--- src/rtl/exc_seq_if.sv ---
// Bundle between the pipeline/CP0 and the exception sequencer.
// The master drives M-stage and CP0 state; the slave returns flush, redirect and CP0 update strobes.
interface exc_seq_if;
  logic        m_valid;
  logic [31:0] m_pc;
  logic        m_bd;
  logic [4:0]  m_exccode;
  logic        m_eret;
  logic [5:0]  hw_int;
  logic [5:0]  sr_im;
  logic        sr_ie;
  logic        sr_exl;
  logic [31:0] epc_in;

  logic        flush;
  logic        redirect;
  logic [31:0] redirect_pc;
  logic        cp0_exc_we;
  logic [4:0]  cp0_exccode;
  logic [31:0] cp0_epc;
  logic        cp0_bd;
  logic        exl_clr;
  logic        busy;

  modport master (
    output m_valid, m_pc, m_bd, m_exccode, m_eret, hw_int, sr_im, sr_ie, sr_exl, epc_in,
    input  flush, redirect, redirect_pc, cp0_exc_we, cp0_exccode, cp0_epc, cp0_bd, exl_clr, busy
  );

  modport slave (
    input  m_valid, m_pc, m_bd, m_exccode, m_eret, hw_int, sr_im, sr_ie, sr_exl, epc_in,
    output flush, redirect, redirect_pc, cp0_exc_we, cp0_exccode, cp0_epc, cp0_bd, exl_clr, busy
  );
endinterface

--- src/rtl/exc_seq_ctrl.sv ---
// Exception/interrupt/ERET sequencer: takes one M-stage event, redirects the PC,
// updates CP0, then flushes the pipeline for a fixed drain period.
module exc_seq_ctrl #(
  parameter logic [31:0] HANDLER_PC   = 32'h0000_4180,
  parameter int unsigned DRAIN_CYCLES = 2
) (
  input logic      clk,
  input logic      reset,
  exc_seq_if.slave bus
);

  typedef enum logic [1:0] {StIdle, StTake, StEret, StDrain} state_e;

  localparam logic [2:0] DrainLoad = 3'(DRAIN_CYCLES);

  state_e      state_q;
  logic [2:0]  cnt_q;
  logic        int_req;
  logic        exc_req;
  logic        eret_req;
  logic [31:0] take_epc;

  assign int_req  = (|(bus.hw_int & bus.sr_im)) & bus.sr_ie & ~bus.sr_exl & bus.m_valid;
  assign exc_req  = bus.m_valid & (bus.m_exccode != 5'd0);
  assign eret_req = bus.m_valid & bus.m_eret;

  // A delay-slot instruction restarts at its branch, one word earlier.
  always_comb begin
    take_epc = {bus.m_pc[31:2], 2'b00};
    if (bus.m_bd) begin
      take_epc = take_epc - 32'd4;
    end
  end

  always_ff @(posedge clk) begin
    if (reset) begin
      state_q         <= StIdle;
      cnt_q           <= 3'd0;
      bus.flush       <= 1'b0;
      bus.redirect    <= 1'b0;
      bus.redirect_pc <= '0;
      bus.cp0_exc_we  <= 1'b0;
      bus.cp0_exccode <= '0;
      bus.cp0_epc     <= '0;
      bus.cp0_bd      <= 1'b0;
      bus.exl_clr     <= 1'b0;
      bus.busy        <= 1'b0;
    end else begin
      // Strobes and CP0 values last exactly one cycle.
      bus.redirect    <= 1'b0;
      bus.redirect_pc <= '0;
      bus.cp0_exc_we  <= 1'b0;
      bus.cp0_exccode <= '0;
      bus.cp0_epc     <= '0;
      bus.cp0_bd      <= 1'b0;
      bus.exl_clr     <= 1'b0;
      case (state_q)
        StIdle: begin
          if (int_req || exc_req) begin
            state_q         <= StTake;
            bus.flush       <= 1'b1;
            bus.busy        <= 1'b1;
            bus.redirect    <= 1'b1;
            bus.redirect_pc <= HANDLER_PC;
            bus.cp0_exc_we  <= 1'b1;
            bus.cp0_exccode <= int_req ? 5'd0 : bus.m_exccode;
            bus.cp0_epc     <= take_epc;
            bus.cp0_bd      <= bus.m_bd;
          end else if (eret_req) begin
            state_q         <= StEret;
            bus.flush       <= 1'b1;
            bus.busy        <= 1'b1;
            bus.redirect    <= 1'b1;
            bus.redirect_pc <= bus.epc_in;
            bus.exl_clr     <= 1'b1;
          end
        end
        StTake, StEret: begin
          state_q <= StDrain;
          cnt_q   <= DrainLoad;
        end
        StDrain: begin
          if (cnt_q <= 3'd1) begin
            state_q   <= StIdle;
            cnt_q     <= 3'd0;
            bus.flush <= 1'b0;
            bus.busy  <= 1'b0;
          end else begin
            cnt_q <= cnt_q - 3'd1;
          end
        end
        default: begin
          state_q   <= StIdle;
          cnt_q     <= 3'd0;
          bus.flush <= 1'b0;
          bus.busy  <= 1'b0;
        end
      endcase
    end
  end

endmodule

--- src/flat_wrapper.sv ---
// flat-port wrapper written by rule: the top's interface ports become plain ports
module exc_seq_ctrl_flat 
#(
  parameter logic [31:0] HANDLER_PC   = 32'h0000_4180,
  parameter int unsigned DRAIN_CYCLES = 2
)
  (clk, reset, bus_m_valid, bus_m_pc, bus_m_bd, bus_m_exccode, bus_m_eret, bus_hw_int, bus_sr_im, bus_sr_ie, bus_sr_exl, bus_epc_in, bus_flush, bus_redirect, bus_redirect_pc, bus_cp0_exc_we, bus_cp0_exccode, bus_cp0_epc, bus_cp0_bd, bus_exl_clr, bus_busy);
  exc_seq_if bus_i ();
  input logic clk;
  input logic reset;
  input wire logic [$bits(bus_i.m_valid)-1:0] bus_m_valid;
  input wire logic [$bits(bus_i.m_pc)-1:0] bus_m_pc;
  input wire logic [$bits(bus_i.m_bd)-1:0] bus_m_bd;
  input wire logic [$bits(bus_i.m_exccode)-1:0] bus_m_exccode;
  input wire logic [$bits(bus_i.m_eret)-1:0] bus_m_eret;
  input wire logic [$bits(bus_i.hw_int)-1:0] bus_hw_int;
  input wire logic [$bits(bus_i.sr_im)-1:0] bus_sr_im;
  input wire logic [$bits(bus_i.sr_ie)-1:0] bus_sr_ie;
  input wire logic [$bits(bus_i.sr_exl)-1:0] bus_sr_exl;
  input wire logic [$bits(bus_i.epc_in)-1:0] bus_epc_in;
  output wire logic [$bits(bus_i.flush)-1:0] bus_flush;
  output wire logic [$bits(bus_i.redirect)-1:0] bus_redirect;
  output wire logic [$bits(bus_i.redirect_pc)-1:0] bus_redirect_pc;
  output wire logic [$bits(bus_i.cp0_exc_we)-1:0] bus_cp0_exc_we;
  output wire logic [$bits(bus_i.cp0_exccode)-1:0] bus_cp0_exccode;
  output wire logic [$bits(bus_i.cp0_epc)-1:0] bus_cp0_epc;
  output wire logic [$bits(bus_i.cp0_bd)-1:0] bus_cp0_bd;
  output wire logic [$bits(bus_i.exl_clr)-1:0] bus_exl_clr;
  output wire logic [$bits(bus_i.busy)-1:0] bus_busy;
  assign bus_i.m_valid = bus_m_valid;
  assign bus_i.m_pc = bus_m_pc;
  assign bus_i.m_bd = bus_m_bd;
  assign bus_i.m_exccode = bus_m_exccode;
  assign bus_i.m_eret = bus_m_eret;
  assign bus_i.hw_int = bus_hw_int;
  assign bus_i.sr_im = bus_sr_im;
  assign bus_i.sr_ie = bus_sr_ie;
  assign bus_i.sr_exl = bus_sr_exl;
  assign bus_i.epc_in = bus_epc_in;
  assign bus_flush = bus_i.flush;
  assign bus_redirect = bus_i.redirect;
  assign bus_redirect_pc = bus_i.redirect_pc;
  assign bus_cp0_exc_we = bus_i.cp0_exc_we;
  assign bus_cp0_exccode = bus_i.cp0_exccode;
  assign bus_cp0_epc = bus_i.cp0_epc;
  assign bus_cp0_bd = bus_i.cp0_bd;
  assign bus_exl_clr = bus_i.exl_clr;
  assign bus_busy = bus_i.busy;
  exc_seq_ctrl #(.HANDLER_PC(HANDLER_PC), .DRAIN_CYCLES(DRAIN_CYCLES)) u_core (.clk(clk), .reset(reset), .bus(bus_i));
endmodule
--- config.mk ---
export PLATFORM = sky130hd
export DESIGN_NAME = exc_seq_ctrl_flat
export DESIGN_NICKNAME = d
export VERILOG_FILES = /design/src/rtl/exc_seq_if.sv /design/src/rtl/exc_seq_ctrl.sv /design/src/flat_wrapper.sv
export SDC_FILE = /design/constraint.sdc
export NUM_CORES = 1
export LEC_CHECK = 0
export CORE_MARGIN = 4
export CORE_UTILIZATION = 35
export DETAILED_ROUTE_END_ITERATION = 8
export PLACE_DENSITY_LB_ADDON = 0.05
export SYNTH_ARGS = -nofsm -noshare
export SYNTH_HDL_FRONTEND = slang
export SYNTH_SLANG_ARGS = --single-unit
--- constraint.sdc ---
create_clock -name clk -period 4.87 [get_ports clk]
set_input_delay 0.487 -clock clk [delete_from_list [all_inputs] [get_ports clk]]
set_output_delay 0.487 -clock clk [all_outputs]
set_load 0.02 [all_outputs]
**Word level (Yosys, flattened, before mapping)**

Index checks and enable logic that the tools add are counted.

- Logic and storage cells: 62
- Register bits after elaboration: 79
- Memory bits (writable): 0
- Bits in read-only memories: 0
- Output and inout bits: 75
- Memories kept: 0
- Input bits: 88
- Bits in latches: 0

- $add $sub $neg: 2
- Div/mod/pow operators: 0
- Reduce and logical (&&, ||, !) cells: 15
- $mul: 0
- Order comparisons: 1
- Mux-type cells: 16
- Shift-type cells: 0
- Eq/ne operators: 5
- Bitwise operators: 11

Operators by type and width:

| kind | count |
|---|---|
| two-way mux 32 bit | 1 |
| subtractor 32 x 3 -> 32 bit (second input constant) | 1 |
| two-way mux 15 bit | 2 |
| OR reduction 4 bit | 3 |
| bitwise AND 6 bit | 1 |
| two-way mux 1 bit | 6 |
| two-way mux 2 bit | 3 |
| one-hot mux 2 bit (3 select lines) | 1 |
| one-hot mux 3 bit (2 select lines) | 1 |
| OR reduction 3 bit | 2 |
| OR reduction 6 bit | 1 |
| bitwise AND 1 bit | 5 |
| inverter 1 bit | 5 |
| nonzero test 5 bit | 1 |
| equality test 2 bit (second input constant) | 2 |
| nonzero test 2 bit | 2 |
| OR reduction 2 bit | 2 |
| less-or-equal comparator 3 x 1 -> 1 bit (second input constant) | 1 |
| two-way mux 3 bit | 1 |
| inequality test 3 x 1 -> 1 bit (second input constant) | 1 |
| AND reduction 3 bit | 1 |
| subtractor 3 x 1 -> 3 bit (second input constant) | 1 |
| equality test 2 x 1 -> 1 bit (second input constant) | 1 |
| zero test 2 bit | 1 |
| other kinds (4) | 4 |

**Longest topological paths before layout**

Gate-level depths: netlist of run 1.

- Depth in word-level cells: 8
- Depth in mapped cells: 7
- Gate-level depth less buffers: 7

**Worst setup path before layout of run 1**

No wires, ideal clock.

- Kind: input to register
- Start point: input bus_m_pc[14]
- End point: register u_core.bus.cp0_epc[31]
- Required time: 4799 ps
- Path buffers: 0
- Stages on the path: 5
- Path slack: 2901 ps
- Data arrival time: 1899 ps
- Path through: or4_4 and4bb_2 nand3_2 or3_1 a21oi_1

- Cells in the longest elaborated chain, start to end: 2

Ends and longest elaborated chain:

| item | RTL line | text |
|---|---|---|
| start: declaration | flat_wrapper.sv:12 | `input wire logic [$bits(bus_i.m_pc)-1:0] bus_m_pc;` |
| subtractor 32 x 3 -> 32 bit | exc_seq_ctrl.sv:31 | `take_epc = take_epc - 32'd4;` |
| two-way mux 32 bit | exc_seq_ctrl.sv:30 | `if (bus.m_bd) begin` |
| end signal: assignment | exc_seq_ctrl.sv:67 | `bus.cp0_epc <= take_epc;` |
| end: declaration | exc_seq_if.sv:32 | `output flush, redirect, redirect_pc, cp0_exc_we, cp0_exccode, cp0_epc, cp0_bd, exl_clr, busy` |

No other way between the ends.
A chain may end at the register's enable or synchronous reset.

**Worst setup path in the final report of run 1**

- Start point: input bus_m_pc[8]
- End point: register u_core.bus.cp0_epc[31]

Same word-level chain as after synthesis.

==> impl_metrics.csv, run 1 <==
group,metric,value,unit
final_layout,post-route-util,0.592,
critical_path,timing.rr.start,"u_core.state_q[1]$_SDFFE_PP0P_",
pwr,p_sw_frac,0.274,
floorplanning,rows,33,
drt,vias,2600,
timing,tns,0,ns
final_layout,fin_area,4870,um2
critical_path,rrSetupSlack,3.28,ns
clock_network,clkTransAtPathRegs,0.08,ns
critical_path,endpoint_kind,"flip-flop",
global_routing,grt.total_usage,0.155,
timing,worst_pin_slew,0.989,ns
synthesis,ys_ff_latch,77,
critical_path,worst-setup-path-type,"in2reg",
hold_path,min_path_cells,2,
hold_path,whs_endpoint,"u_core.cnt_q[2]$_SDFFE_PP0N_",
timing,fin_crit,2.51,ns
critical_path,critPathMaxFanout,12,
clock_network,postCtsSetupRepairBufs,0,
synthesis,yosysWarnings,0,
clock_network,clkLatencyLatePin,0.33,ns
global_routing,grt_pass1_vias,2561,
synthesis,netlist_area,2950,um2
synthesis,postSynthAreaPerCell,9.90,um2
timing,hold_viol_final,0,
critical_path,arrival,2.77,ns
critical_path,reg2reg_depth,5,
clock_network,cts_buffers,9,
synthesis,syn_inst,298,
pwr,power.share.sequential,0.413,
synthesis,ys_async_sr_fraction,0,
final_layout,layout_common_cells,"clkdlybuf4s50_1, dfxtp_1, nor2_1",
timing,final_max_slew_viol_count,0,
floorplanning,core_area,8220,um2
floorplanning,io_pins,163,
outcome,outcome,"finished, final reports clean",
hold_path,holdCritPathClass,"reg2reg",
global_routing,grt_max_degree,33,
synthesis,synthFlopType,"dfxtp_1",
drt,routed_via_density,4.59,
clock_network,cts_sinks,77,
hold_path,hp-start,"u_core.cnt_q[2]$_SDFFE_PP0N_",
pwr,pwr-share-clk,0.324,
clock_network,cts-root-buf,"clkbuf_8",
synthesis,synth-edff-count,0,
floorplanning,die_area,9960,um2
global_routing,overflow,0,
clock_network,cts_buffer_depth,2,
drt,routed_wl,7650,um
pwr,leakage,1.82,nW
flow_run,drv_cap,0,
timing,max_freq,399,MHz
pwr,internal-power,1.26,mW
critical_path,start_kind,"input pin",
global_routing,grt_first_pass_wirelength,12400,um
place,hpwl,5940,um
drt,dr.pass1.iters,4,
drt,ant_nets,0,
drt,drt_iter0_drc,73,
pwr,combPwrFrac,0.263,
clock_network,tritoncts,"done",
timing,rsz0062_at_grt,"no",
synthesis,yosysSeqAreaShare,0.523,
floorplanning,start_util,0.359,
clock_network,cts.htree.levels,3,
place,io_buffer_count,158,
drt,drc,0,
drt,wl_per_cell,13.5,um
timing,fin_skew,0.0114,ns
timing,timing.final.crit_share,0.515,
floorplanning,die-height,99.8,um
pwr,pwr_density_cell,358,nW/um2
final_layout,nFillCells,764,
clock_network,cts_resized,0,
global_routing,antenna_found_initial,0,
final_layout,drive_gt1_frac,0.0671,
critical_path,r2r-end,"u_core.bus.cp0_exccode[3]$_SDFF_PP0_",
pwr,max-vdd-ir-drop,0.000216,V
timing,relSlewSlack,0.335,
synthesis,synth_cell_types,48,
final_layout,layout_commonest_cell,"clkdlybuf4s50_1",
place,place_area,4630,um2
pwr,p_sw,0.478,mW
floorplanning,die_w,99.8,um
place,gp_congestion,0.779,
final_layout,num_antenna_cells,0,
final_layout,syn2layout_area_growth,65.0,%
critical_path,crit_required,5.13,ns
clock_network,hold_buffers,0,
timing,setup_viol,0,
final_layout,nets,552,
[routing by layer]
layer  track usage  part of all wire  vias to the layer above
li1              -                 -                     1311
met1         0.197              0.44                     1169
met2         0.245              0.45                      108
met3        0.0514             0.092                       12
met4        0.0557             0.018                        0
met5             0                 0                        -
[synth_stat cells (2+ instances only)]
cell,count,area share
nor4_2,2,0.0085
a21oi_1,8,0.014
nand2b_1,4,0.0085
or4_1,2,0.0051
clkbuf_1,6,0.0076
nor4_1,4,0.0085
and2_1,34,0.072
nand4_1,6,0.013
xor2_1,21,0.062
nor2b_1,2,0.0042
o21ai_0,5,0.0085
buf_4,3,0.0076
ha_1,6,0.025
nor3_1,2,0.0034
dfxtp_1,77,0.52
a31oi_1,2,0.0042
o21a_1,3,0.0076
xnor2_1,5,0.015
or4_4,2,0.0076
or3_1,4,0.0085
nand2_1,8,0.010
a22oi_1,3,0.0076
nand3b_1,3,0.0076
nand4b_1,4,0.012
inv_1,9,0.011
nor2_1,42,0.053
nand3_1,5,0.0085
a211oi_1,3,0.0076
buf_2,3,0.0051
mux2i_1,2,0.0068
[state kept, by name, summed over array words and instances, names as in the netlist]
signal and flops:
u_core.cnt_q 3, u_core.bus.redirect 1, u_core.bus.cp0_exccode 5, u_core.bus.busy 1
u_core.bus.cp0_bd 1, u_core.bus.redirect_pc 32, u_core.bus.cp0_exc_we 1, u_core.bus.exl_clr 1
u_core.bus.cp0_epc 30, u_core.state_q 2
[cell type report]
cell class,instances,area [um2],area share
timing repair buffer,161,1600,0.330
sequential,77,1540,0.317
multi-input combinational,200,1320,0.271
tap,105,131,0.0270
clock buffer,9,124,0.0254
clock inverter,6,113,0.0231
inverter,9,33.8,0.00694
[how the worst max path moves through the flow]
stage	startpoint	end	depth (start not counted)
4_1_cts	bus_m_pc[9]	u_core.bus.cp0_epc[31]$_SDFF_PP0_	6
5_1_grt	bus_m_pc[10]	u_core.bus.cp0_epc[31]$_SDFF_PP0_	6
2_1_floorplan	bus_m_pc[14]	u_core.bus.cp0_epc[31]$_SDFF_PP0_	5
3_5_place_dp	bus_m_pc[9]	u_core.bus.cp0_epc[31]$_SDFF_PP0_	6
6_report	bus_m_pc[8]	u_core.bus.cp0_epc[31]$_SDFF_PP0_	6
3_3_place_gp	bus_m_pc[9]	u_core.bus.cp0_epc[31]$_SDFF_PP0_	6
[power by group through the flow]
| stage | registers [mW] | logic [mW] | clock network (mW) |
|---|---|---|---|
| finish | 0.720 | 0.458 | 0.564 |
| global route | 0.729 | 0.499 | 0.619 |
| CTS | 0.721 | 0.463 | 0.585 |
| global placement | 0.734 | 0.457 | 0 |
| detailed placement | 0.735 | 0.461 | 0 |
| floorplan | 0.801 | 0.170 | 0 |
[critical path: stages]
cell and delay, ns:
clkdlybuf4s50_1 0.49, nor4_2 0.61, and4bb_2 0.51, nand3_2 0.17
or3_1 0.37, a21oi_1 0.13
[through the flow]
step	cells	setup slack, ns	total power, mW	hold WS (ns)
2_1_floorplan	299	2.90	0.971	0.465
3_3_place_gp	552	2.09	1.19	0.492
3_5_place_dp	552	2.03	1.20	0.497
4_1_cts	567	2.38	1.77	0.510
5_1_grt	567	2.17	1.85	0.558
6_report	567	2.36	1.74	0.506
[cell families after synthesis]
group | Yosys count | share of synthesized area
multiplexers | 2 | 0.00679
AND/OR/NAND/NOR | 130 | 0.249
other | 1 | 0.00127
XOR/XNOR | 26 | 0.0772
flip-flops | 77 | 0.523
adder cells (fa/ha/maj) | 6 | 0.0255
AO/OA/AOI/OAI | 34 | 0.0844
buffers and inverters | 22 | 0.0331
No activity file was read; power rests on OpenSTA's default activity.
==> inputs of run 2 (changes only) <==
Clock period 4.87 ns to 2.6 ns, I/O delays scaled along.
==> run 2 against run 1 <==
Critical path type unchanged. Wire length is 0.14% higher. Largest power group unchanged. First-iteration DRC count shrank 9.6%. Die area did not move. Sequential share of layout area fell by 0.43 points. Via count shrank 0.92%. Clock skew fell by 0.0030 ns. Non-clock buffer count is 3 higher. Core utilization is 0.82 points higher. Register-to-register slack worse by 2.2 ns. Worst setup slack worse by 1.7 ns. Cell count rose by 0.71%. Flip-flop and latch count did not move.
==> impl_metrics.csv, run 2 (synthesis gave the netlist of run 1 again) <==
group,metric,value,unit
place,gp_congestion,0.782,
timing,tns,0,ns
global_routing,met1_usage,0.183,
timing,final_max_slew_viol_count,0,
outcome,outcome,"finished, final reports clean",
timing,fin_skew,0.00838,ns
global_routing,grt_max_degree,33,
drt,routed_wl,7660,um
final_layout,top_register,"u_core.bus.redirect_pc",
drt,drt_iter0_drc,66,
timing,fin_crit,1.97,ns
clock_network,hold_buffers,0,
clock_network,cts-root-buf,"clkbuf_8",
timing,whs,0.478,ns
global_routing,grt.total_usage,0.153,
global_routing,grt_first_pass_wirelength,12100,um
critical_path,crit_required,2.86,ns
critical_path,worstPathCellList,"clkdlybuf4s50_1 -> or4_1 -> nor4_1 -> nand2b_1 -> or3_1 -> a21oi_1",
final_layout,reg_top3,"u_core.bus.redirect_pc: 32 flops, u_core.bus.cp0_epc: 30 flops, u_core.bus.cp0_exccode: 5 flops",
final_layout,syn2layout_area_growth,67.3,%
final_layout,layout_commonest_cell,"clkdlybuf4s50_1",
final_layout,fin_area,4930,um2
clock_network,tritoncts,"done",
place,hpwl,5950,um
timing,max_freq,508,MHz
global_routing,antenna_found_initial,0,
place,place_area,4670,um2
drt,vias,2576,
final_layout,nets,555,
clock_network,cts.htree.levels,3,
drt,routed_via_density,4.51,
clock_network,cts_resized,0,
drt,drc,0,
hold_path,holdCritPathClass,"in2reg",
global_routing,grt_busiest_layer,"met2",
clock_network,cts_sinks,77,
floorplanning,start_util,0.359,
critical_path,worst_path_max_delay_cell,"or4_1",
critical_path,start_kind,"input pin",
pwr,max-vdd-ir-drop,0.000323,V
critical_path,worst-setup-path-type,"in2reg",
flow_run,drv_cap,0,
floorplanning,core_area,8220,um2
final_layout,layout_common_cells,"clkdlybuf4s50_1, dfxtp_1, nor2_1",
place,place_ws,0.295,ns
critical_path,arrival,2.23,ns
timing,hold_viol_final,0,
critical_path,slowest_delay,0.60,ns
global_routing,overflow,0,
drt,dr.pass1.iters,4,
timing,worst_pin_slew,0.495,ns
drt,wl_per_cell,13.4,um
critical_path,endpoint_kind,"flip-flop",
clock_network,cts_buffers,9,
clock_network,clkTransAtPathRegs,0.08,ns
floorplanning,die_area,9960,um2
floorplanning,io_pins,163,
floorplanning,rows,33,
final_layout,largest_reg_flops,32,
final_layout,num_antenna_cells,0,
critical_path,path_buf_inv,1,
floorplanning,die_w,99.8,um
final_layout,drive_gt1_frac,0.0751,
clock_network,clkLatencyLatePin,0.33,ns
timing,setup_viol,0,
pwr,pwr_density_cell,690,nW/um2
timing,fin_ws,0.631,ns
drt,ant_nets,0,
clock_network,cts_buffer_depth,2,
global_routing,grt_use_met3,0.0618,
pwr,leakage,1.86,nW
clock_network,postCtsSetupRepairBufs,0,
global_routing,met2_usage,0.249,
critical_path,critPathTopFamily,"simple AND/OR/NAND/NOR gates",
timing,timing.final.crit_share,0.757,
critical_path,critPathMaxFanout,5,
floorplanning,die-height,99.8,um
place,io_buffer_count,158,
timing,rsz0062_at_grt,"no",
global_routing,grt_pass1_vias,2542,
timing,relSlewSlack,0.668,
## run 2: metal layers
layer / routed length, um / part of all wire / vias to the layer above
met5: 0 / 0 / -
met3: 780 / 0.10 / 2
met1: 3290 / 0.43 / 1150
li1: - / - / 1322
met4: 38 / 0.0050 / 0
met2: 3550 / 0.46 / 102
## run 2: cell type report
class                           count  area, um2
Fill cell                         751       3280
Timing Repair Buffer              164       1640
Sequential cell                    77       1540
Multi-Input combinational cell    200       1320
Clock inverter                      7        145
Tap cell                          105        131
Clock buffer                        9        124
Inverter                            9       33.8
## run 2: stage by stage
stage,instances,util,power [mW]
3_5_place_dp,555,0.568,2.26
3_3_place_gp,555,0.568,2.24
5_1_grt,571,0.601,3.60
4_1_cts,571,0.601,3.47
6_report,571,0.601,3.41
2_1_floorplan,299,-,1.82
## run 2: worst reg2reg max path, cell delays in order (launching register included)
cell and delay (ns):
dfxtp_1 0.33, inv_1 0.10, ha_1 0.25, nand2b_1 0.15, a211oi_1 0.48, and2_1 0.20
## run 2: worst paths after layout
| kind | startpoint | end | slack [ns] | depth (start not counted) |
|---|---|---|---|---|
| setup / recovery | bus_m_pc[24] | u_core.bus.cp0_epc[31]$_SDFF_PP0_ | 0.63 | 6 |
| hold / removal | bus_epc_in[25] | u_core.bus.redirect_pc[25]$_SDFF_PP0_ | 0.48 | 2 |
| setup reg to reg | u_core.state_q[1]$_SDFFE_PP0P_ | u_core.bus.cp0_exccode[1]$_SDFF_PP0_ | 1.05 | 5 |
| hold reg to reg | u_core.cnt_q[2]$_SDFFE_PP0N_ | u_core.cnt_q[2]$_SDFFE_PP0N_ | 0.51 | 2 |
## run 2: report_power, final
part           internal, mW  switching (mW)
logic                 0.442           0.429
registers              1.30          0.0491
clock network         0.742           0.444
total                  2.49           0.921
==> inputs of run 3 (changes only) <==
Clock period 2.6 ns to 1.7 ns, I/O delays scaled along.
==> run 3 against run 2 <==
Total power increased by 52%. Sequential share of layout area decreased by 2.8 points. Sequential power up 53%. Clock skew barely moved. Flip-flop and latch count stayed put. Clock power grew 38%. Worst setup slack lost 0.58 ns. Critical endpoint is now u_core.bus.redirect_pc[3]$_SDFF_PP0_. Highest routed layer unchanged.
==> impl_metrics.csv, run 3 (synthesis gave the netlist of run 1 again) <==
group,metric,value,unit
clock_network,cts-root-buf,"clkbuf_8",
final_layout,layout_common_cells,"clkdlybuf4s50_1, dfxtp_1, buf_4",
floorplanning,start_util,0.359,
final_layout,drive_gt1_frac,0.179,
outcome,outcome,"finished, final reports clean",
flow_run,drv_cap,0,
drt,routed_wl,8610,um
place,place_area,4970,um2
place,hpwl,6260,um
final_layout,nFillCells,701,
timing,setup_viol,0,
floorplanning,die-height,99.8,um
global_routing,grt.total_usage,0.167,
clock_network,cts_buffers,9,
place,dp_cells,594,
final_layout,register_area,1540,um2
clock_network,cts_sinks,77,
final_layout,fin_area,5410,um2
global_routing,grt_max_degree,33,
floorplanning,die_area,9960,um2
critical_path,arrival,1.93,ns
final_layout,reg_top3,"u_core.bus.redirect_pc: 32 flops, u_core.bus.cp0_epc: 30 flops, u_core.bus.cp0_exccode: 5 flops",
global_routing,grt_first_pass_wirelength,13300,um
place,place_ws,-0.434,ns
drt,m1WireLength,3650,um
clock_network,cts.htree.levels,3,
timing,hold_viol_final,0,
timing,final_max_slew_viol_count,0,
floorplanning,io_pins,163,
timing,fin_skew,0.00835,ns
pwr,max-vdd-ir-drop,0.000537,V
timing,rsz0062_at_grt,"yes",
critical_path,crit_required,1.98,ns
floorplanning,die_w,99.8,um
drt,wl_per_cell,13.9,um
final_layout,multi_input_area,1400,um2
global_routing,antenna_found_initial,0,
clock_network,tritoncts,"done",
critical_path,start_kind,"input pin",
critical_path,reg2reg_depth,6,
critical_path,worst-setup-path-type,"in2reg",
drt,routed_via_density,4.53,
hold_path,holdCritPathClass,"in2reg",
clock_network,cts_buffer_depth,2,
global_routing,grt_pass1_vias,2808,
final_layout,syn2layout_area_growth,83.6,%
pwr,pwr_density_cell,957,nW/um2
drt,ant_nets,0,
hold_path,whs_endpoint,"u_core.bus.cp0_exccode[2]$_SDFF_PP0_",
critical_path,endpoint_kind,"flip-flop",
final_layout,largest_reg_flops,32,
floorplanning,rows,33,
hold_path,min_path_cells,2,
place,io_buffer_count,158,
clock_network,hold_buffers,0,
drt,dr_wl_met2,4190,um
clock_network,clkLatencyLatePin,0.33,ns
clock_network,clkTransAtPathRegs,0.08,ns
drt,vias,2802,
final_layout,num_antenna_cells,0,
timing,fin_crit,1.65,ns
drt,drt_iter0_drc,85,
final_layout,final_cells,619,
timing,timing.final.crit_share,0.969,
global_routing,overflow,0,
final_layout,top_register,"u_core.bus.redirect_pc",
critical_path,timing.rr.start,"u_core.state_q[1]$_SDFFE_PP0P_",
critical_path,rrSetupSlack,0.11,ns
final_layout,post-route-util,0.659,
drt,dr.pass1.iters,4,
final_layout,layout_commonest_cell,"clkdlybuf4s50_1",
hold_path,hp-start,"bus_m_exccode[2]",
floorplanning,core_area,8220,um2
critical_path,r2r-end,"u_core.bus.redirect_pc[3]$_SDFF_PP0_",
drt,drc,0,
timing,fin_ws,0.0525,ns
pwr,leakage,2.19,nW
critical_path,critPathMaxFanout,15,
drt,dr.max_layer_used,"met4",
drt,wl_met3,691,um
place,gp_congestion,0.851,
final_layout,nets,603,
pwr,power,5.18,mW
timing,max_freq,607,MHz
[run 3: worst max path at each step]
| stage | start | endpoint | slack [ns] | depth (start not counted) |
|---|---|---|---|---|
| floorplan | bus_m_pc[14] | u_core.bus.cp0_epc[31]$_SDFF_PP0_ | 0.05 | 5 |
| global placement | bus_m_exccode[1] | u_core.bus.redirect_pc[16]$_SDFF_PP0_ | -0.42 | 7 |
| detailed placement | bus_m_pc[14] | u_core.bus.cp0_epc[31]$_SDFF_PP0_ | -0.43 | 6 |
| CTS | bus_m_exccode[2] | u_core.bus.redirect_pc[19]$_SDFF_PP0_ | 0.009 | 9 |
| global route | bus_m_exccode[1] | u_core.bus.redirect_pc[3]$_SDFF_PP0_ | -0.03 | 7 |
| finish | bus_m_exccode[1] | u_core.bus.redirect_pc[3]$_SDFF_PP0_ | 0.05 | 7 |
[run 3: through the flow]
stage / TNS [ns] / hold WS [ns]
after floorplan: 0 / 0.239
after global routing: -0.170 / 0.169
after detailed placement: -24.12 / 0.499
after global placement: -23.12 / 0.490
final: 0 / 0.175
after CTS: 0 / 0.159
[run 3: area by class of cell]
type,instances,share of cell area
Timing Repair Buffer,212,0.383
Tap cell,105,0.0243
Multi-Input combinational cell,200,0.258
Clock inverter,6,0.0206
Clock buffer,10,0.0236
Sequential cell,77,0.285
Inverter,9,0.00624
[run 3: power by group]
| part | internal [mW] | switching, mW |
|---|---|---|
| clock | 0.976 | 0.662 |
| sequential | 1.99 | 0.0697 |
| combinational | 0.765 | 0.714 |
| total | 3.73 | 1.45 |
[run 3: layer usage]
layer  track usage  vias up
li1              -     1416
met2         0.281       99
met1         0.206     1281
met4        0.0504        0
met3        0.0493        6
met5             0        -
[run 3: what timing repair did]
| item | 4_1_cts | 5_1_grt |
|---|---|---|
| setup buffers | 5 | 3 |
| gates cloned | 2 | 0 |
| resized for setup | 13 | 20 |
| pin swaps | 11 | 10 |
| setup endpoints to repair | 42 | 43 |
[run 3: critical path, cell delays in order]
cell,delay (ns)
dlygate4sd2_1,0.24
or4_4,0.54
o21ai_4,0.18
o21ai_4,0.09
nor3_4,0.26
bufbuf_16,0.32
and2_1,0.12
